[config.mk]
export PLATFORM = sky130hd
export DESIGN_NAME = dmem_arbiter_flat
export DESIGN_NICKNAME = d
export VERILOG_FILES = /design/src/rtl/dmem_arbiter_if.sv /design/src/rtl/dmem_arbiter.sv /design/src/flat_wrapper.sv
export SDC_FILE = /design/constraint.sdc
export NUM_CORES = 1
export LEC_CHECK = 0
export CORE_ASPECT_RATIO = 0.7
export CORE_UTILIZATION = 45
export CTS_BUF_LIST = sky130_fd_sc_hd__clkbuf_4 sky130_fd_sc_hd__clkbuf_8
export DETAILED_ROUTE_END_ITERATION = 8
export PLACE_DENSITY = 0.83
export SLEW_MARGIN = 30
export SYNTH_ARGS = -nofsm -noshare
export SYNTH_HDL_FRONTEND = slang
export SYNTH_SLANG_ARGS = --single-unit
[constraint.sdc]
create_clock -name clk -period 2.81 [get_ports clk]
set_clock_uncertainty 0.05 [all_clocks]
set_input_delay 0.281 -clock clk [delete_from_list [all_inputs] [get_ports clk]]
set_output_delay 0.281 -clock clk [all_outputs]
set_load 0.05 [all_outputs]
[src/rtl/dmem_arbiter_if.sv]
// Bus bundle between the data-memory arbiter, its two requesters (CPU, loader) and the DMem RAM.
interface dmem_arbiter_if #(
  parameter int unsigned ADDR_W = 14
);
  logic              c_req;
  logic              c_we;
  logic [1:0]        c_size;
  logic              c_uns;
  logic [31:0]       c_addr;
  logic [31:0]       c_wdata;
  logic              c_ack;
  logic              c_err;
  logic [31:0]       c_rdata;

  logic              l_req;
  logic              l_we;
  logic [31:0]       l_addr;
  logic [31:0]       l_wdata;
  logic              l_ack;
  logic [31:0]       l_rdata;

  logic              ram_we;
  logic [ADDR_W-1:0] ram_addr;
  logic [31:0]       ram_din;
  logic [31:0]       ram_dout;

  modport slave (
    input  c_req, c_we, c_size, c_uns, c_addr, c_wdata,
    output c_ack, c_err, c_rdata,
    input  l_req, l_we, l_addr, l_wdata,
    output l_ack, l_rdata,
    output ram_we, ram_addr, ram_din,
    input  ram_dout
  );

  modport master (
    output c_req, c_we, c_size, c_uns, c_addr, c_wdata,
    input  c_ack, c_err, c_rdata,
    output l_req, l_we, l_addr, l_wdata,
    input  l_ack, l_rdata,
    input  ram_we, ram_addr, ram_din,
    output ram_dout
  );
endinterface

[src/rtl/dmem_arbiter.sv]
// Shares the single-port synchronous DMem RAM between the CPU load/store port and the UART loader,
// doing read-modify-write for byte/half stores and extension for sub-word loads.
module dmem_arbiter #(
  parameter int unsigned ADDR_W    = 14,
  parameter bit          PRIO_MODE = 1'b0
) (
  input  logic         clk,
  input  logic         rst,
  dmem_arbiter_if.slave bus
);

  typedef enum logic [2:0] {IDLE, RD, RDW, WR, ACK} state_e;

  state_e            state_q;
  logic              owner_q;   // 1 = loader owns the current transaction
  logic              rr_q;      // 1 = loader preferred on next contention
  logic              we_q;
  logic              uns_q;
  logic [1:0]        size_q;
  logic [1:0]        lane_q;
  logic [ADDR_W-1:0] waddr_q;
  logic [15:0]       wdata_q;
  logic [31:0]       din_q;
  logic [31:0]       c_rdata_q;
  logic [31:0]       l_rdata_q;
  logic              c_ack_q;
  logic              l_ack_q;
  logic              c_err_q;

  logic              grant_l_d;
  logic              c_mis_d;
  logic [7:0]        byte_d;
  logic [15:0]       half_d;
  logic [31:0]       ext_d;
  logic [31:0]       merge_d;
  logic              unused_addr_bits;

  assign unused_addr_bits = ^{bus.c_addr[31:ADDR_W+2], bus.l_addr[31:ADDR_W+2], bus.l_addr[1:0]};

  always_comb begin
    grant_l_d = bus.l_req;
    if (bus.c_req && bus.l_req) begin
      if (PRIO_MODE) grant_l_d = 1'b0;
      else           grant_l_d = rr_q;
    end
  end

  always_comb begin
    c_mis_d = 1'b0;
    case (bus.c_size)
      2'b00:   c_mis_d = 1'b0;
      2'b01:   c_mis_d = bus.c_addr[0];
      2'b10:   c_mis_d = (bus.c_addr[1:0] != 2'b00);
      default: c_mis_d = 1'b1;
    endcase
  end

  always_comb begin
    byte_d = bus.ram_dout[{lane_q, 3'b000} +: 8];
    half_d = lane_q[1] ? bus.ram_dout[31:16] : bus.ram_dout[15:0];
    ext_d  = bus.ram_dout;
    case (size_q)
      2'b00:   ext_d = {{24{~uns_q & byte_d[7]}}, byte_d};
      2'b01:   ext_d = {{16{~uns_q & half_d[15]}}, half_d};
      default: ext_d = bus.ram_dout;
    endcase
  end

  // Only sub-word C stores reach the merge, so size is 00 or 01 here.
  always_comb begin
    merge_d = bus.ram_dout;
    if (size_q == 2'b00)  merge_d[{lane_q, 3'b000} +: 8] = wdata_q[7:0];
    else if (lane_q[1])   merge_d[31:16] = wdata_q;
    else                  merge_d[15:0]  = wdata_q;
  end

  always_ff @(posedge clk) begin
    if (rst) begin
      state_q   <= IDLE;
      owner_q   <= 1'b0;
      rr_q      <= 1'b0;
      we_q      <= 1'b0;
      uns_q     <= 1'b0;
      size_q    <= '0;
      lane_q    <= '0;
      waddr_q   <= '0;
      wdata_q   <= '0;
      din_q     <= '0;
      c_rdata_q <= '0;
      l_rdata_q <= '0;
      c_ack_q   <= 1'b0;
      l_ack_q   <= 1'b0;
      c_err_q   <= 1'b0;
    end else begin
      c_ack_q <= 1'b0;
      l_ack_q <= 1'b0;
      c_err_q <= 1'b0;
      case (state_q)
        IDLE: begin
          if (bus.c_req || bus.l_req) begin
            owner_q <= grant_l_d;
            if (!PRIO_MODE) rr_q <= ~grant_l_d;
            if (grant_l_d) begin
              we_q    <= bus.l_we;
              uns_q   <= 1'b0;
              size_q  <= 2'b10;
              lane_q  <= 2'b00;
              waddr_q <= bus.l_addr[ADDR_W+1:2];
              din_q   <= bus.l_wdata;
              state_q <= bus.l_we ? WR : RD;
            end else begin
              we_q    <= bus.c_we;
              uns_q   <= bus.c_uns;
              size_q  <= bus.c_size;
              lane_q  <= bus.c_addr[1:0];
              waddr_q <= bus.c_addr[ADDR_W+1:2];
              wdata_q <= bus.c_wdata[15:0];
              if (c_mis_d) begin
                c_ack_q <= 1'b1;
                c_err_q <= 1'b1;
                state_q <= ACK;
              end else if (bus.c_we && bus.c_size == 2'b10) begin
                din_q   <= bus.c_wdata;
                state_q <= WR;
              end else begin
                state_q <= RD;
              end
            end
          end
        end
        RD: state_q <= RDW;
        RDW: begin
          if (we_q) begin
            din_q   <= merge_d;
            state_q <= WR;
          end else begin
            if (owner_q) begin
              l_rdata_q <= bus.ram_dout;
              l_ack_q   <= 1'b1;
            end else begin
              c_rdata_q <= ext_d;
              c_ack_q   <= 1'b1;
            end
            state_q <= ACK;
          end
        end
        WR: begin
          if (owner_q) l_ack_q <= 1'b1;
          else         c_ack_q <= 1'b1;
          state_q <= ACK;
        end
        ACK:     state_q <= IDLE;
        default: state_q <= IDLE;
      endcase
    end
  end

  assign bus.c_ack    = c_ack_q;
  assign bus.c_err    = c_err_q;
  assign bus.c_rdata  = c_rdata_q;
  assign bus.l_ack    = l_ack_q;
  assign bus.l_rdata  = l_rdata_q;
  assign bus.ram_we   = (state_q == WR);
  assign bus.ram_addr = waddr_q;
  assign bus.ram_din  = din_q;

endmodule
[src/flat_wrapper.sv]
// flat-port wrapper written by rule: the top's interface ports become plain ports
module dmem_arbiter_flat 
#(
  parameter int unsigned ADDR_W    = 14,
  parameter bit          PRIO_MODE = 1'b0
)
  (clk, rst, bus_c_req, bus_c_we, bus_c_size, bus_c_uns, bus_c_addr, bus_c_wdata, bus_c_ack, bus_c_err, bus_c_rdata, bus_l_req, bus_l_we, bus_l_addr, bus_l_wdata, bus_l_ack, bus_l_rdata, bus_ram_we, bus_ram_addr, bus_ram_din, bus_ram_dout);
  dmem_arbiter_if #(.ADDR_W(ADDR_W)) bus_i ();
  input  logic clk;
  input  logic rst;
  input wire logic [$bits(bus_i.c_req)-1:0] bus_c_req;
  input wire logic [$bits(bus_i.c_we)-1:0] bus_c_we;
  input wire logic [$bits(bus_i.c_size)-1:0] bus_c_size;
  input wire logic [$bits(bus_i.c_uns)-1:0] bus_c_uns;
  input wire logic [$bits(bus_i.c_addr)-1:0] bus_c_addr;
  input wire logic [$bits(bus_i.c_wdata)-1:0] bus_c_wdata;
  output wire logic [$bits(bus_i.c_ack)-1:0] bus_c_ack;
  output wire logic [$bits(bus_i.c_err)-1:0] bus_c_err;
  output wire logic [$bits(bus_i.c_rdata)-1:0] bus_c_rdata;
  input wire logic [$bits(bus_i.l_req)-1:0] bus_l_req;
  input wire logic [$bits(bus_i.l_we)-1:0] bus_l_we;
  input wire logic [$bits(bus_i.l_addr)-1:0] bus_l_addr;
  input wire logic [$bits(bus_i.l_wdata)-1:0] bus_l_wdata;
  output wire logic [$bits(bus_i.l_ack)-1:0] bus_l_ack;
  output wire logic [$bits(bus_i.l_rdata)-1:0] bus_l_rdata;
  output wire logic [$bits(bus_i.ram_we)-1:0] bus_ram_we;
  output wire logic [$bits(bus_i.ram_addr)-1:0] bus_ram_addr;
  output wire logic [$bits(bus_i.ram_din)-1:0] bus_ram_din;
  input wire logic [$bits(bus_i.ram_dout)-1:0] bus_ram_dout;
  assign bus_i.c_req = bus_c_req;
  assign bus_i.c_we = bus_c_we;
  assign bus_i.c_size = bus_c_size;
  assign bus_i.c_uns = bus_c_uns;
  assign bus_i.c_addr = bus_c_addr;
  assign bus_i.c_wdata = bus_c_wdata;
  assign bus_c_ack = bus_i.c_ack;
  assign bus_c_err = bus_i.c_err;
  assign bus_c_rdata = bus_i.c_rdata;
  assign bus_i.l_req = bus_l_req;
  assign bus_i.l_we = bus_l_we;
  assign bus_i.l_addr = bus_l_addr;
  assign bus_i.l_wdata = bus_l_wdata;
  assign bus_l_ack = bus_i.l_ack;
  assign bus_l_rdata = bus_i.l_rdata;
  assign bus_ram_we = bus_i.ram_we;
  assign bus_ram_addr = bus_i.ram_addr;
  assign bus_ram_din = bus_i.ram_din;
  assign bus_i.ram_dout = bus_ram_dout;
  dmem_arbiter #(.ADDR_W(ADDR_W), .PRIO_MODE(PRIO_MODE)) u_core (.clk(clk), .rst(rst), .bus(bus_i));
endmodule
# == After elaboration in Yosys (flattened, before gate mapping) ==
# Index checks and enable logic that the tools add are counted.
# Widths: inputs -> output; s select.
# totals
regBits,140
inputBits,169
output_inout_bits,114
wordCells,85
# classes
add_sub_neg,1
eq_ne,10
n_shift,3
mux,35
bitwise_logic,7
reduce_logical,14
# ops
operator,count
$mux 32,6
$pmux 32 s2,2
$mux 16,3
$bwmux 32,1
$shift 8x7->32 const A,1
$shiftx 32x6->8,1
$shiftx 8x7->32,1
$mux 14,1
$mux 3,4
$pmux 3 s4,1
$mux 1,10
$reduce_and 3->1,3
$mux 2,4
$neg 5->7,1
$eq 3x2->1 const B,2
$pmux 1 s3,2
$not 1->1,5
$reduce_and 5->1,1
$eq 2x1->1 const B,2
$logic_not 2->1,2
$ne 2x1->1 const B,2
$reduce_bool 2->1,2
$eq 3x1->1 const B,1
$logic_not 3->1,1
other kinds (9),11

# == Longest topological paths before layout ==
# Gate-level depths: netlist (run 1).
# depth
depth_word,7
depth_mapped,9
ltp_nobuf,7

# == Worst setup path before layout (run 1) ==
# OpenSTA, ideal clock, no wires.
# synth_timing
kind,register -> register
startpoint,register u_core.lane_q[1]
endpoint,"register u_core.din_q[0], in the netlist u_core.bus.ram_din[0]"
setup_ns,0.086
arrival_time_ns,2.063
required_time_ns,2.674
setup_slack_ns,0.612
stages_incl_launch_ff,10
path_buffers,2
synth_period_minus_slack_ns,2.198
path_cell_list,dfxtp_1 buf_2 inv_1 ha_1 and4bb_2 buf_1 a221oi_1 a211oi_1 a21oi_1 a211oi_1
# synth_between
elab_chain_cells,6
word_cells_on_any_way,8
classes_between,1 x add/sub; 2 x shift; 5 x mux
# synth_rtl
element,line,text
from (decl),dmem_arbiter.sv:20,logic [1:0] lane_q;
from (signal assigned),dmem_arbiter.sv:115,lane_q <= bus.c_addr[1:0];
$neg 5->7,dmem_arbiter.sv:72,"if (size_q == 2'b00) merge_d[{lane_q, 3'b000} +: 8] = wdata_q[7:0];"
$shiftx 8x7->32 / $shift 8x7->32 (equally long branches),dmem_arbiter.sv:72,
$bwmux 32,dmem_arbiter.sv:72,
$mux 32 *,dmem_arbiter.sv:72,
$mux 32 *,dmem_arbiter.sv:133,if (we_q) begin
$pmux 32 s2 *,dmem_arbiter.sv:98,case (state_q)
to (signal assigned),dmem_arbiter.sv:109,din_q <= bus.l_wdata;
to (signal assigned),dmem_arbiter.sv:123,din_q <= bus.c_wdata;
to (signal assigned),dmem_arbiter.sv:134,din_q <= merge_d;
to (decl),dmem_arbiter.sv:23,logic [31:0] din_q;
# Mark *: on every way between the ends. The rest lies on a longest branch, timed or not. The select of a mux whose other input is x is not followed.
# A chain may end at the register's enable or synchronous reset.

# == Worst setup path in the final report (run 1) ==
# layout_timing
startpoint,register u_core.state_q[1]
endpoint,output port bus_ram_we
# layout_between
elab_chain_cells,1
# layout_rtl
element,line,text
from (decl),dmem_arbiter.sv:14,state_e state_q;
from (signal assigned),dmem_arbiter.sv:110,state_q <= bus.l_we ? WR : RD;
$eq 3x2->1,dmem_arbiter.sv:163,assign bus.ram_we = (state_q == WR);
to (decl),flat_wrapper.sv:26,output wire logic [$bits(bus_i.ram_we)-1:0] bus_ram_we;
# Every way passes these cells.

==> flow_summary_export.csv, run 1 <==
group,metric,value,unit
power_and_ir_drop,power_frac_comb,39.4,%
global_routing,grt_usage,31.2,%
floorplanning,die-area,16200,um2
worst_setup_path,end_kind,"output pin",
synth,syn_area,7060,um2
power_and_ir_drop,internal_power,0.00428,W
sta,worst_slew_pin_slew,0.816,ns
global_routing,grt_overflow_total,0,
sta,fin_ws,0.243,ns
floorplanning,io_pins,283,
drt,postRouteWirelength,25800,um
layout,drive_gt1_share,11.5,%
sta,setup_viol,0,
global_routing,grt_first_pass_wirelength,38300,um
power_and_ir_drop,cellPowerDensity,685,nW/um2
cts,cts_tree,"yes",
cts,htreeDepth,4,
synth,yosys.area_share.adder,0.886,%
sta,holdWs,0.213,ns
layout,finalNetCount,1231,
worst_setup_path,regToRegStartpoint,"u_core.lane_q[0]",
worst_setup_path,path_max_fanout,11,
synth,ys_ff_latch,140,
sta,max_freq,390,MHz
floorplanning,num_rows,37,
drt,vias,7530,
synth,netlist_instances,835,
cts,cts_buffer_depth,2,
layout,finalNonFillerCells,1263,
sta,period_minus_slack,2.57,ns
synth,yosys.area_share.simple,14.6,%
power_and_ir_drop,power_switching,0.00268,W
worst_setup_path,r2r-end,"u_core.bus.ram_din[28]",
synth,syn_area_per_cell,8.46,um2
drt,detail_route.iter0.violations,744,
worst_setup_path,reg2reg_depth,8,
cts,root_buffer,"clkbuf_8",
worst_setup_path,worstPathCellList,"inv_1, nor3b_1, clkdlybuf4s50_1",
power_and_ir_drop,p_seq_share,34.6,%
worst_setup_path,rrSetupSlack,0.29,ns
drt,wire_per_inst,20.4,um
floorplanning,start_util,47.1,%
placed_design,dp.final_hpwl,18500,um
layout,multiInputGateArea,3880,um2
sta,report.final.hold_viol_count,0,
power_and_ir_drop,power_frac_clock,26.0,%
worst_setup_path,cp.arrival,2.24,ns
synth,async_reset_ff_share,0,%
synth,muxShareOfSynthArea,11.1,%
cts,ctsHoldBuffers,0,
cts,cts_resized,0,
cts,path_clk_slew,0.08,ns
sta,fin_tns_setup,0,ns
placed_design,place_congestion,0.943,
cts,post_cts_buffers,0,
power_and_ir_drop,swShare,38.5,%
outcome,status,"complete, no violations",
synth,synth_cell_type_count,53,
synth,synth_compound_area_share,28.0,%
placed_design,place_area,9740,um2
drt,first_pass_iters,6,
power_and_ir_drop,leakage,3.51,nW
worst_hold_path,min_path_type,"in2reg",
floorplanning,dieHeight,107,um
synth,synth_warnings,0,
global_routing,grt_pass1_vias,6860,
sta,finalMaxSlewViolations,0,
cts,cts_sinks,140,
placed_design,portBuffers,248,
synth,synth_top_family_by_area,"compound AO/OA/AOI/OAI gates",
floorplanning,chipWidth,152,um
layout,fill_cells,1265,
drt,drc_errors,0,
placed_design,dp.cells,1233,
synth,synth-xor-area-share,0,%
worst_setup_path,path_class,"reg2out",
floorplanning,core_area,15000,um2
layout,antenna_cells,0,
drt,ant_nets,0,
run,drv_cap,0,
worst_setup_path,slowest_stage,"clkdlybuf4s50_1",
worst_hold_path,hold-path-endpoint,"u_core.bus.ram_addr[5]",
cts,cts_made_buffers,17,
sta,grt_setup_unrepaired,"false",
layout,final_area,10200,um2
power_and_ir_drop,ir_drop,0.388,mV
synth,syn-num-nets,1009,
global_routing,antenna_found_initial,0,
layout,sequential_cell_area,2800,um2
worst_setup_path,cp_data_required_time,2.48,ns
worst_hold_path,hold_depth,2,
drt,viasPerCell,5.96,
worst_setup_path,slowest_delay,0.85,ns
worst_setup_path,worst_setup_path_start_kind,"register",
sta,period_share,91.4,%
cts,clk-insertion-delay-late,0.45,ns
sta,max-slew-margin-rel,45.5,%
layout,synthToLayoutAreaGrowth,44.0,%
global_routing,grt_max_degree,70,
synth,synth.yosys.seq_area_share,39.7,%
placed_design,place_ws,0.438,ns
synth,synth-edff-count,0,
worst_hold_path,min-delay-start,"rst",
synth,ys.flop_type,"dfxtp_1",
==> power groups by stage <==
stage	clock network, W	logic, W	registers [W]
2_1_floorplan	0	0.00112	0.00309
3_3_place_gp	0	0.00268	0.00244
3_5_place_dp	0	0.00271	0.00245
4_1_cts	0.00183	0.00273	0.00241
5_1_grt	0.00192	0.00290	0.00244
6_report	0.00181	0.00274	0.00241
==> how the worst max path moves through the flow <==
| stage | slack (ns) | cells after the start | startpoint | end |
|---|---|---|---|---|
| floorplan | 0.61 | 9 | u_core.lane_q[1] | u_core.bus.ram_din[0] |
| global placement | 0.51 | 8 | u_core.lane_q[0] | u_core.bus.ram_din[25] |
| detailed placement | 0.44 | 8 | u_core.lane_q[0] | u_core.bus.ram_din[25] |
| CTS | 0.22 | 3 | u_core.state_q[1] | bus_ram_we |
| global route | 0.13 | 3 | u_core.state_q[1] | bus_ram_we |
| finish | 0.24 | 3 | u_core.state_q[1] | bus_ram_we |
==> layout make-up <==
| type | count | share of cell area (%) |
|---|---|---|
| multi-input cells | 602 | 38.1 |
| well taps | 195 | 2.40 |
| repair buffers | 282 | 27.1 |
| clock inverters | 10 | 1.64 |
| flip-flops and latches | 140 | 27.6 |
| clock buffers | 20 | 2.64 |
| inverters | 14 | 0.517 |
==> cell usage in the layout, fill, tap and decap left out, drive strengths merged, types with 2 or more instances in the layout <==
master,count
clkinv,4
clkinvlp,2
buf,35
clkbuf,20
dfxtp,140
nand2,124
a22oi,6
nand2b,4
a211oi,63
and3,4
a21oi,115
inv,14
nor3,43
o21ai,35
clkdlybuf4s50,247
mux2,31
nor3b,2
a2111oi,2
a221oi,44
bufinv,4
nor2,38
ha,5
nand3,6
or2,4
a31oi,2
mux2i,41
and4bb,2
a211o,2
a222oi,14
==> flip-flops by register name (all words and copies together) (netlist names), 2 cells and up <==
signal,cells
u_core.size_q,2
u_core.bus.ram_addr,14
u_core.bus.ram_din,32
u_core.lane_q,2
u_core.state_q,3
u_core.wdata_q,16
u_core.bus.l_rdata,32
u_core.bus.c_rdata,32
==> metal layers <==
metal	GRT usage (%)	vias to the layer above	share of wire, %
met3	10.0	41	13
met1	42.9	3533	43
met2	46.4	409	42
li1	-	3547	-
met4	8.42	0	1.9
met5	0	-	0
==> cell families (layout without fill, tap and decap cells) <==
family | count (synthesis) | count (layout)
fa+ha+maj | 5 | 5
mux | 73 | 73
buf+inv | 93 | 326
compound gates | 291 | 291
simple gates | 233 | 233
flops | 140 | 140
==> per-stage QoR <==
| step | total power (W) | utilization (%) |
|---|---|---|
| 3_5_place_dp | 0.00517 | 64.9 |
| 5_1_grt | 0.00726 | 67.8 |
| 6_report | 0.00696 | 67.8 |
| 4_1_cts | 0.00697 | 67.8 |
| 3_3_place_gp | 0.00512 | 64.9 |
| 2_1_floorplan | 0.00421 | - |
==> cells in the mapped netlist, types with 2 or more instances <==
| cell type | instances | area, um2 |
|---|---|---|
| buf_6 | 2 | 22.5 |
| or2_2 | 2 | 12.5 |
| nand2b_1 | 4 | 25.0 |
| o21ai_1 | 2 | 10.0 |
| and3_1 | 4 | 25.0 |
| mux2_2 | 31 | 349 |
| a211o_1 | 2 | 17.5 |
| a22oi_1 | 6 | 45.0 |
| a21oi_1 | 105 | 526 |
| dfxtp_1 | 140 | 2800 |
| a222oi_1 | 14 | 140 |
| or2_1 | 2 | 12.5 |
| mux2i_1 | 41 | 410 |
| nand3_1 | 6 | 30.0 |
| inv_1 | 14 | 52.6 |
| nand2_1 | 123 | 462 |
| and4bb_2 | 2 | 25.0 |
| a211oi_1 | 63 | 473 |
| a21oi_2 | 9 | 78.8 |
| clkbuf_1 | 46 | 173 |
| nor3b_1 | 2 | 15.0 |
| a221oi_1 | 44 | 385 |
| nor2_1 | 36 | 135 |
| nor3_1 | 42 | 210 |
| buf_2 | 29 | 145 |
| o21ai_0 | 33 | 165 |
| ha_1 | 5 | 62.6 |
==> critical path, delay by kind of cell (launching register included) <==
kind | cells | cell delay, ns
flops | 1 | 0.58
buf+inv | 2 | 0.99
simple gates | 1 | 0.22
No activity file was read; power rests on OpenSTA's default activity.
==> run 2, diff against run 1 <==
- CORE_UTILIZATION: 45 -> 44
- CTS_BUF_LIST: sky130_fd_sc_hd__clkbuf_4 sky130_fd_sc_hd__clkbuf_8 -> default
- GPL_ROUTABILITY_DRIVEN: default -> 0
- PLACE_DENSITY: 0.83 -> 0.81
==> run 2 against run 1 <==
Compared with the run above:
- cell area up 1.7%
- sequential share of layout area decreased by 0.46 points
- clock-buffer cell count decreased by 1
- sequential power about the same
- via count is 0.97% higher
- hold slack worse by 0.012 ns
- setup slack got worse by 0.064 ns
- core utilization is 1.5 points lower
- sequential cell count did not move
- combinational power about the same
- highest routed layer unchanged
==> flow_summary_export.csv, run 2 (synthesis results as in run 1) <==
group,metric,value,unit
outcome,status,"complete, no violations",
worst_hold_path,min-delay-start,"rst",
cts,cts_resized,0,
global_routing,grt_overflow_total,0,
cts,cts_buffer_depth,2,
global_routing,antenna_found_initial,0,
sta,fin_ws,0.179,ns
floorplanning,die-area,16600,um2
placed_design,portBuffers,248,
sta,worst_slew_pin_slew,0.845,ns
global_routing,grt_pass1_vias,7202,
drt,postRouteWirelength,26000,um
floorplanning,num_rows,38,
drt,detail_route.iter0.violations,776,
drt,vias,7603,
cts,root_buffer,"clkbuf_16",
cts,htreeDepth,4,
global_routing,grt_usage,31.1,%
layout,finalNetCount,1233,
worst_setup_path,cp.arrival,2.30,ns
worst_setup_path,r2r-end,"u_core.bus.ram_din[25]",
global_routing,grt_max_degree,59,
worst_setup_path,cp.depth,3,
sta,max_freq,380,MHz
placed_design,dp.final_hpwl,18700,um
layout,fill_cells,1339,
worst_setup_path,end_kind,"output pin",
power_and_ir_drop,ir_drop,0.451,mV
sta,period_minus_slack,2.63,ns
worst_setup_path,rrSetupSlack,0.33,ns
floorplanning,dieHeight,108,um
sta,period_share,93.6,%
sta,report.final.hold_viol_count,0,
power_and_ir_drop,internal_power,0.00477,W
worst_setup_path,worst_setup_path_start_kind,"register",
placed_design,place_ws,0.446,ns
worst_hold_path,min_path_type,"in2reg",
cts,path_clk_slew,0.06,ns
power_and_ir_drop,power_frac_comb,36.4,%
floorplanning,start_util,45.3,%
worst_setup_path,critical_path.top_delay_family,"buffers and inverters",
worst_setup_path,reg2reg_depth,8,
drt,first_pass_iters,6,
sta,setup_viol,0,
layout,antenna_cells,0,
worst_setup_path,worstPathCellList,"inv_1, nor3b_1, clkdlybuf4s50_1",
sta,fin_tns_setup,0,ns
placed_design,place_area,9730,um2
power_and_ir_drop,leakage,3.59,nW
floorplanning,io_pins,283,
sta,finalMaxSlewViolations,0,
power_and_ir_drop,swShare,36.9,%
floorplanning,core_area,15600,um2
cts,clk-insertion-delay-late,0.42,ns
global_routing,grt_first_pass_wirelength,39700,um
sta,grt_setup_unrepaired,"false",
sta,max-slew-margin-rel,43.6,%
cts,ctsHoldBuffers,0,
drt,drc_errors,0,
drt,ant_nets,0,
drt,wire_per_inst,20.5,um
power_and_ir_drop,cellPowerDensity,730,nW/um2
floorplanning,chipWidth,153,um
drt,viasPerCell,5.99,
worst_setup_path,regToRegStartpoint,"u_core.lane_q[0]",
sta,holdWs,0.201,ns
cts,cts_made_buffers,17,
run,drv_cap,0,
worst_setup_path,cp_data_required_time,2.48,ns
worst_setup_path,slowest_delay,0.87,ns
cts,cts_tree,"yes",
layout,synthToLayoutAreaGrowth,46.5,%
worst_hold_path,hold_depth,2,
power_and_ir_drop,power_switching,0.00278,W
layout,drive_gt1_share,11.6,%
worst_setup_path,critical_path_buf_inv_count,2,
worst_setup_path,path_class,"reg2out",
layout,final_common_cell,"clkdlybuf4s50_1",
layout,final_area,10300,um2
worst_setup_path,slowest_stage,"clkdlybuf4s50_1",
worst_hold_path,hold-path-endpoint,"u_core.uns_q",
cts,post_cts_buffers,0,
power_and_ir_drop,p_seq_share,32.0,%
power_and_ir_drop,power_frac_clock,31.6,%
layout,mostFrequentLayoutCells,"clkdlybuf4s50_1 (247), dfxtp_1 (139), nand2_1 (123), a21oi_1 (105), a211oi_1 (63)",
worst_setup_path,path_max_fanout,11,
cts,cts_sinks,140,
run 2: cell count changes in the layout (fill, tap and decap cells not counted), sizes merged:
| cell | delta |
|---|---|
| clkbuf | -1 |
| buf | +2 |
| clkinvlp | +1 |
run 2: power groups by stage:
stage	clock, W	sequential [W]	combinational [W]
6_report	0.00238	0.00242	0.00275
3_5_place_dp	0	0.00245	0.00272
3_3_place_gp	0	0.00244	0.00269
5_1_grt	0.00248	0.00245	0.00292
2_1_floorplan	0	0.00309	0.00112
4_1_cts	0.00241	0.00241	0.00273
run 2: routing by layer:
| metal | GRT usage, % | vias up | part of all wire [%] |
|---|---|---|---|
| met3 | 9.14 | 50 | 11 |
| met1 | 41.8 | 3590 | 44 |
| met5 | 0 | - | 0 |
| met2 | 48.4 | 418 | 42 |
| met4 | 9.64 | 0 | 2.4 |
| li1 | - | 3545 | - |
run 2: layout make-up:
class,instances,area (um2),area share [%]
Multi-Input combinational cell,602,3880,37.5
Inverter,14,52.6,0.508
Sequential cell,140,2800,27.1
Clock inverter,11,170,1.64
Clock buffer,19,443,4.28
Tap cell,200,250,2.42
Timing Repair Buffer,284,2750,26.6
run 2: worst reg2reg max path: stages, from the launching register on:
cell	delay, ns
dfxtp_1	0.34
inv_1	0.15
ha_1	0.38
nor4bb_1	0.27
buf_4	0.20
a221oi_1	0.08
a211oi_1	0.56
a21oi_1	0.10
a211oi_1	0.27
run 2: worst max-delay path by stage:
| stage | startpoint | end |
|---|---|---|
| 6_report | u_core.state_q[1] | bus_ram_we |
| 5_1_grt | u_core.state_q[1] | bus_ram_we |
| 4_1_cts | u_core.state_q[1] | bus_ram_we |
| 3_5_place_dp | u_core.lane_q[0] | u_core.bus.ram_din[25] |
| 3_3_place_gp | bus_c_req | u_core.bus.ram_din[29] |
| 2_1_floorplan | u_core.lane_q[1] | u_core.bus.ram_din[0] |
run 2: stage by stage:
stage	utilization, %	power, W	std cells
2_1_floorplan	-	0.00421	835
3_3_place_gp	62.4	0.00513	1240
3_5_place_dp	62.4	0.00518	1240
4_1_cts	66.4	0.00755	1270
5_1_grt	66.4	0.00785	1270
6_report	66.4	0.00755	1270
